$ cat src/rtl/apb_pkg.sv
// Shared APB completer types: FSM state, PPROT bit positions and the
// data-width dependent address LSB.
package apb_pkg;

  typedef enum logic {
    IDLE,
    ACCESS
  } state_e;

  localparam int PROT_PRIV  = 0;
  localparam int PROT_NSEC  = 1;
  localparam int PROT_INSTR = 2;

  // Lowest PADDR bit that selects a register (byte offset bits below it).
  function automatic int lsb_of(input int data_w);
    return $clog2(data_w / 8);
  endfunction

endpackage

$ cat src/rtl/apb_strb_reg.sv
// Purpose: one DATA_W register with per-byte write strobes and a write pulse.
// Latency: data committed at the write edge, pulse high the following cycle.
// Backpressure: none, accepts a write every cycle.
module apb_strb_reg #(
  parameter int                DATA_W    = 32,
  parameter logic [DATA_W-1:0] RESET_VAL = '0
) (
  input  logic                  clk,
  input  logic                  rst_n,
  input  logic                  we,
  input  logic [DATA_W/8-1:0]   strb,
  input  logic [DATA_W-1:0]     wdata,
  output logic [DATA_W-1:0]     q,
  output logic                  pulse
);

  always_ff @(posedge clk or negedge rst_n) begin
    if (!rst_n) begin
      q     <= RESET_VAL;
      pulse <= 1'b0;
    end else begin
      // An all-zero strobe is a no-op write and must not look like an update.
      pulse <= we && (|strb);
      if (we) begin
        for (int b = 0; b < DATA_W / 8; b++) begin
          if (strb[b]) q[b*8 +: 8] <= wdata[b*8 +: 8];
        end
      end
    end
  end

endmodule

$ cat src/rtl/apb_reg_completer.sv
// Purpose: APB4 completer terminating one port in NUM_REGS strobe-writable registers.
// Latency: setup + (WAIT_STATES+1) access cycles; wr_pulse one cycle after completion.
// Backpressure: PREADY held low for WAIT_STATES access cycles, registered.
module apb_reg_completer
  import apb_pkg::*;
#(
  parameter int                ADDR_W      = 12,
  parameter int                DATA_W      = 32,
  parameter int                NUM_REGS    = 8,
  parameter int                WAIT_STATES = 0,
  parameter bit                PROT_CHECK  = 1'b1,
  parameter logic [DATA_W-1:0] RESET_VAL   = '0
) (
  input  logic                         PCLK,
  input  logic                         PRESETn,
  input  logic                         PSEL,
  input  logic                         PENABLE,
  input  logic [ADDR_W-1:0]            PADDR,
  input  logic                         PWRITE,
  input  logic [DATA_W-1:0]            PWDATA,
  input  logic [DATA_W/8-1:0]          PSTRB,
  input  logic [2:0]                   PPROT,
  output logic [DATA_W-1:0]            PRDATA,
  output logic                         PREADY,
  output logic                         PSLVERR,
  output logic [NUM_REGS*DATA_W-1:0]   reg_q,
  output logic [NUM_REGS-1:0]          wr_pulse
);

  localparam int LSB   = lsb_of(DATA_W);
  localparam int IDX_W = ADDR_W - LSB;

  typedef struct packed {
    logic [IDX_W-1:0] idx;
    logic             err;
    logic             write;
  } txn_t;

  state_e              state_q, state_d;
  logic [3:0]          cnt_q, cnt_d;
  logic                ready_q, ready_d;
  txn_t                txn_q, txn_d;
  logic [IDX_W-1:0]    idx;
  logic                misalign;
  logic                err;
  logic                wr_go;
  logic [NUM_REGS-1:0] we;
  logic [DATA_W-1:0]   regs [NUM_REGS];
  logic [DATA_W-1:0]   rd_dat;
  logic                unused_prot;

  assign idx         = PADDR[ADDR_W-1:LSB];
  assign unused_prot = PPROT[PROT_NSEC] ^ PPROT[PROT_INSTR];

  if (LSB > 0) begin : g_align
    assign misalign = |PADDR[LSB-1:0];
  end else begin : g_noalign
    assign misalign = 1'b0;
  end

  assign err = (int'(idx) >= NUM_REGS) | misalign |
               (PROT_CHECK & PWRITE & ~PPROT[PROT_PRIV]);

  always_comb begin
    state_d = state_q;
    cnt_d   = cnt_q;
    ready_d = 1'b0;
    txn_d   = txn_q;
    unique case (state_q)
      IDLE: begin
        if (PSEL && !PENABLE) begin
          state_d     = ACCESS;
          cnt_d       = 4'(WAIT_STATES);
          ready_d     = (WAIT_STATES == 0);
          txn_d.idx   = idx;
          txn_d.err   = err;
          txn_d.write = PWRITE;
        end
      end
      ACCESS: begin
        // Losing PSEL mid-access abandons the transfer silently.
        if (!PSEL || ready_q) begin
          state_d = IDLE;
          cnt_d   = '0;
        end else begin
          cnt_d   = cnt_q - 4'd1;
          ready_d = (cnt_q == 4'd1);
        end
      end
      default: state_d = IDLE;
    endcase
  end

  always_ff @(posedge PCLK or negedge PRESETn) begin
    if (!PRESETn) begin
      state_q <= IDLE;
      cnt_q   <= '0;
      ready_q <= 1'b0;
      txn_q   <= '0;
    end else begin
      state_q <= state_d;
      cnt_q   <= cnt_d;
      ready_q <= ready_d;
      txn_q   <= txn_d;
    end
  end

  assign wr_go = (state_q == ACCESS) & PSEL & PENABLE & ready_q &
                 txn_q.write & ~txn_q.err;

  for (genvar i = 0; i < NUM_REGS; i++) begin : g_reg
    assign we[i] = wr_go && (txn_q.idx == IDX_W'(i));

    apb_strb_reg #(
      .DATA_W    (DATA_W),
      .RESET_VAL (RESET_VAL)
    ) u_reg (
      .clk   (PCLK),
      .rst_n (PRESETn),
      .we    (we[i]),
      .strb  (PSTRB),
      .wdata (PWDATA),
      .q     (regs[i]),
      .pulse (wr_pulse[i])
    );

    assign reg_q[i*DATA_W +: DATA_W] = regs[i];
  end

  always_comb begin
    rd_dat = '0;
    for (int i = 0; i < NUM_REGS; i++) begin
      if (txn_q.idx == IDX_W'(i)) rd_dat = regs[i];
    end
  end

  assign PREADY  = ready_q;
  assign PSLVERR = ready_q & txn_q.err;
  assign PRDATA  = (ready_q && !txn_q.err && !txn_q.write) ? rd_dat : '0;

endmodule
$ cat config.mk
export PLATFORM = sky130hd
export DESIGN_NAME = apb_reg_completer
export DESIGN_NICKNAME = d
export VERILOG_FILES = /design/src/rtl/apb_pkg.sv /design/src/rtl/apb_strb_reg.sv /design/src/rtl/apb_reg_completer.sv
export SDC_FILE = /design/constraint.sdc
export NUM_CORES = 1
export LEC_CHECK = 0
export CAP_MARGIN = 15
export CORE_MARGIN = 1
export CORE_UTILIZATION = 53
export DETAILED_ROUTE_END_ITERATION = 16
export PLACE_DENSITY = 0.95
export SETUP_SLACK_MARGIN = 0.2
export SLEW_MARGIN = 10
export SYNTH_ARGS = -nofsm -noshare
export SYNTH_HDL_FRONTEND = slang
export SYNTH_HIERARCHICAL = 1
export SYNTH_SLANG_ARGS = --single-unit
$ cat constraint.sdc
create_clock -name PCLK -period 5 [get_ports PCLK]
set_clock_uncertainty 0.2 [all_clocks]
set_input_delay 1.25 -clock PCLK [delete_from_list [all_inputs] [get_ports PCLK]]
set_output_delay 1.25 -clock PCLK [all_outputs]
set_load 0.02 [all_outputs]
# --- After elaboration in Yosys (flattened, before gate mapping) ---
# Cells that the tools add are included.
word_totals:
  reg_bits: 282
  inputBits: 56
  out_inout_bits: 298
  word_cells: 146
classes:
  add_sub_neg: 1
  order_cmp: 1
  n_eq_ne: 9
  muxes: 17
  bitwise: 12
  reduce_logical: 60
op_table:
  columns: ["cell", "n"]
  rows:
  - ["2-to-1 mux 32 bit", 9]
  - ["AND reduction 2 bit", 33]
  - ["== test 10 x 3 -> 1 bit (second input constant)", 4]
  - ["== test 10 x 2 -> 1 bit (second input constant)", 2]
  - ["logical AND 1 bit", 19]
  - ["== test 10 x 1 -> 1 bit (second input constant)", 1]
  - [">= comparator 10 x 4 -> 1 bit (second input constant)", 1]
  - ["logical NOT 10 bit", 1]
  - ["2-to-1 mux 4 bit", 2]
  - ["one-hot mux 4 bit (2 select lines)", 1]
  - ["bitwise AND 1 bit", 7]
  - ["== test 4 x 1 -> 1 bit (second input constant)", 1]
  - ["logical NOT 1 bit", 4]
  - ["one-hot mux 1 bit (2 select lines)", 2]
  - ["OR reduction 4 bit", 1]
  - ["subtractor 4 x 1 -> 4 bit (second input constant)", 1]
  - ["2-to-1 mux 1 bit", 3]
  - ["NOT 1 bit", 3]
  - ["!= test 2 bit (second input constant)", 1]
  - ["bitwise OR 1 bit", 2]
  - ["OR reduction 2 bit", 1]
  - ["logical OR 1 bit", 1]

# --- Longest topological paths before layout ---
logic_depth:
  ltp_word: 10
  ltp_mapped: 9
  depth_no_buf: 5

# --- Hierarchy ---
# Netlist, hierarchy kept.
by_module_without_submodules:
  columns: ["module", "instances", "cells_per_inst", "area_per_inst_um2", "seq_area_each_um2"]
  rows:
  - ["apb_strb_reg", 8, 71, 1231.2, 825.8]
  - ["apb_reg_completer", 1, 457, 3457.1, 450.4]

# --- Least setup slack after synthesis ---
# No wires, ideal clock.
synth_timing:
  path_kind: "register to output"
  start: "reg txn_q[9] in the netlist's numbering"
  end: "out PRDATA[10]"
  t_arrival_ps: 1952
  t_required_ps: 3550
  path_slack_ps: 1598
  stages_incl_launch_ff: 6
  n_path_buf: 1
  path_cell_list: "dfrtp_1 -> or4_1 -> buf_2 -> a311oi_4 -> o221ai_2 -> a21oi_1"
synth_via:
  elab_chain_len: 10
  word_cells_on_any_way: 17
  cone_classes: "eq/ne (7); mux (9); reduce/logical (1)"
synth_rtl:
  columns: ["element", "line_no", "source"]
  rows:
  - ["start: declaration", "apb_reg_completer.sv:42", "txn_t txn_q, txn_d;"]
  - ["start signal: assignment", "apb_reg_completer.sv:104", "txn_q <= txn_d;"]
  - ["logical NOT 10 bit", "apb_reg_completer.sv:133", "if (txn_q.idx == IDX_W'(i)) rd_dat = regs[i];"]
  - ["2-to-1 mux 32 bit (7 in a row)", "apb_reg_completer.sv:133", null]
  - ["2-to-1 mux 32 bit (*)", "apb_reg_completer.sv:133", null]
  - ["2-to-1 mux 32 bit (*)", "apb_reg_completer.sv:139", "assign PRDATA = (ready_q && !txn_q.err && !txn_q.write) ? rd_dat : '0;"]
  - ["end: declaration", "apb_reg_completer.sv:23", "output logic [DATA_W-1:0] PRDATA,"]
# Mark *: on every way between the ends. The rest lies on a longest branch, timed or not.

# --- Final worst setup path ---
layout_timing:
  start: "reg txn_q[11] in the netlist's numbering"
  end: "out PRDATA[31]"
# The elaborated chain is that of the path after synthesis.

==> impl_results.md <==
* Flop pwr share at 46.5%
* Area of the multi-input gates at 5960 sq um
* Met2 Use GR at 56.5%
* DRT Pass-1 Iters at 5
* Fin cells at 1730
* Slew HR at 28.1%
* Setup TNS at 0 ns
* Post-Synthesis Net Count at 1083
* FF+latch count, synth at 282
* Grt total ovfl at 0
* Slew Limit Fails at 0
* CP Class: reg2out
* Core area at 24500 sq um
* Run status: complete, no violations
* Clk Latency, worst-skew pair at 0.54 ns
* Ys Warns at 6
* RR Endpoint: g_reg[5].u_reg/q[4]
* Antenna viol nets, final at 0
* Maximum VDD drop at 267 uV
* CTS tree: built
* Ranking of synthesized cells by area: dfrtp_1 (53%), mux2_2 (22%), o21ai_0 (3.5%), mux2i_1 (2.6%), a21oi_1 (2.1%)
* Worst Hold Path EP: g_reg[1].u_reg/q[5]
* CP max stage cell: clkdlybuf4s50_1
* Fin crit period at 4.73 ns
* Hold slack at 0.330 ns
* Fill cells at 1552
* Comb pwr share at 12.4%
* CTS buffer count at 29
* WP data required at 3.55 ns
* Register area share after synthesis at 53.0%
* Async SR Flop Fraction at 100%
* CP delay by family, top: simple AND/OR/NAND/NOR gates
* Worst Setup End Kind: primary output
* Clock buffer depth at 3
* # setup viols final at 0
* Final Util at 74.4%
* Iter 0 DRT Violations at 871
* Maximum fanout along the worst path at 18
* Period Utilization, post-route at 94.5%
* # port buffers at 351
* Vias per cell at 6.23
* Area leader, netlist: dfrtp_1
* DP Cell Count at 1672
* RePlAce Congestion at 0.880
* First-pass GRT wire length at 67.9 mm
* Post-Synthesis Cells at 1025
* Routed wire length at 45.0 mm
* Pint at 3.73 mW
* Power share of the clock group at 41.1%
* Post-route DRC at 0
* Worst path max stage delay at 0.71 ns
* I/O Pins at 354
* Die span in x at 160 um
* Total leakage power at 8.05 nW
* Row count at 57
* Top-area cell type share of the netlist area at 53.0%
* RSZ-0062 raised after global routing: no
* Switching share of power at 27.1%
* Post-synthesis cell type count at 52
* GRT busiest layer: met2
* GR Util met3 at 8.01%
* Die Y at 160 um
* Peak Freq at 212 MHz
* Synth Flop Type: dfrtp_1
* Syn avg cell area at 13.0 sq um
* Crit-path cells: or3_1 -> nand2b_2 -> a221o_1 -> a21oi_1 -> clkdlybuf4s50_1
* Layout cells sized above 1 at 30.3%
* GR Util All Layers at 34.8%
* Hold Startpoint: g_reg[1].u_reg/q[5]
* Worst hold path type: reg2reg
* Worst slew pin tran at 1.07 ns
* Overall power at 5.11 mW
* Clock-pin slew on the worst setup and hold paths at 0.06 ns
* Max-cap violations at 0
* Initial Util at 54.4%
* Hold Fails Final Rpt at 0
* Vias in the first global route at 11000
* EDFF count, synth at 0
* FF/Latch Area at 7070 sq um
* Pin count of the biggest net entering global routing at 136
* Die area at 25700 sq um
* CTS root buffer: clkbuf_16
* Vias at 10800
* WP buf/inv at 1
* # H-tree levels at 1
* Synth Cell Area at 13300 sq um
* Clk sink count at 282
* R2r startpoint: txn_q[4]
* Hold Crit Depth at 1
* Hpwl dp at 30.6 mm
* Reg-to-reg slack, setup at 1.61 ns
* GR Util met1 at 44.2%
* Startpoint Class: flip-flop
* Sw Pwr at 1.39 mW
* Drt wl/cell at 26.0 um
* Arrival time worst endpoint at 3.28 ns
* Initial antenna violation count at 1
* Syn-to-layout area delta at 36.8%
* PwrDens at 281 nW/um^2
* Fin nets at 1441
* Worst reg2reg path depth at 5
-- synthesized netlist by cell type, types with 7 or more instances --
cell type	number
dfrtp_1	282
mux2_2	265
o21ai_0	94
a21oi_1	55
mux2i_1	35
nand2_2	32
clkbuf_1	27
nor2_1	21
buf_2	16
nor3b_1	16
a211o_1	15
a221o_1	15
nand2_1	15
o21a_1	15
buf_4	11
mux4_2	10
a211oi_1	9
o41a_2	8
nand2b_1	7
nor3_1	7
o221ai_2	7
or3b_2	7
-- metrics by stage --
stage,setup slack [ns],area (sq um)
3_3_place_gp,0.675,17200
2_1_floorplan,1.60,13300
3_5_place_dp,0.591,17200
6_report,0.274,18200
4_1_cts,0.229,18200
5_1_grt,0.211,18200
-- state kept, by name (all words and copies together) (netlist names) --
signal,cells
PREADY,1
cnt_q,4
g.u_reg/q,256
g.u_reg/pulse,8
state_q,1
txn_q,12
-- cell usage in the layout (no fill, tap or decap), types with 3 or more instances in the layout --
cell / instances
a22oi_1: 3
nand2_2: 33
mux4_2: 10
dfrtp_1: 279
clkbuf_16: 29
inv_1: 6
o21a_1: 15
a21oi_1: 55
clkbuf_1: 4
o221ai_2: 7
clkbuf_8: 5
mux2i_1: 35
buf_4: 28
a211oi_1: 9
nor2_1: 21
or3b_2: 7
nand2_1: 14
a32oi_1: 3
clkinv_2: 10
o21ai_1: 3
nand2b_1: 6
clkdlybuf4s50_1: 350
a211o_1: 15
mux2_2: 265
dfrtp_4: 3
nor4_1: 6
nor3_1: 6
a221o_1: 15
nor3b_1: 15
o21ai_0: 94
o41a_2: 8
buf_12: 3
-- what timing repair did --
action | CTS | global route
setup buffers | 3 | 1
gates resized for setup | 2 | 3
setup endpoints to repair | 23 | 10
hold buffers | 0 | 0
pin swaps | 2 | 0
-- cell families after synthesis --
family / synth area share, %
AND/OR/NAND/NOR: 5.67
flip-flops: 53.0
adder cells (fa/ha/maj): 0.188
multiplexers: 26.8
AO/OA/AOI/OAI: 11.8
XOR/XNOR: 0.132
buffers and inverters: 2.41
-- power by group through the flow --
| stage | Sequential, mW | Clock (mW) | Combinational [mW] |
|---|---|---|---|
| after global routing | 2.38 | 2.21 | 0.683 |
| after detailed placement | 2.43 | 0 | 0.588 |
| final | 2.38 | 2.10 | 0.634 |
| after floorplan | 2.37 | 0 | 0.387 |
| after CTS | 2.38 | 2.12 | 0.612 |
| after global placement | 2.43 | 0 | 0.567 |
-- metal layers --
metal	wire, um	share of wire (%)
met3	4140	9.2
met5	0	0
met4	2070	4.6
met1	17100	38
met2	21700	48
-- worst register-to-register path, delay by kind of cell, from the launching register on --
family	cells	cell delay, ns
simple gates	4	2.10
flops	1	0.59
mux	1	0.39
-- cell type report --
cell class                      instances  share of cell area, %
Clock buffer                           38                   4.45
Tap cell                              324                   2.23
Inverter                                7                  0.144
Clock inverter                         15                  0.619
Multi-Input combinational cell        678                   32.7
Timing Repair Buffer                  385                   21.0
Antenna cell                            1                 0.0137
Sequential cell                       282                   38.8
-- how the worst max path moves through the flow --
stage / from / endpoint / slack, ns / cells after the start
after detailed placement: txn_q[11] / PRDATA[31] / 0.59 / 5
after floorplan: txn_q[9] / PRDATA[10] / 1.60 / 5
after global routing: txn_q[9] / PRDATA[30] / 0.21 / 6
after CTS: txn_q[4] / PRDATA[9] / 0.23 / 5
final: txn_q[11] / PRDATA[31] / 0.27 / 5
after global placement: txn_q[11] / PRDATA[3] / 0.68 / 5
No activity file was read; power rests on OpenSTA's default activity.
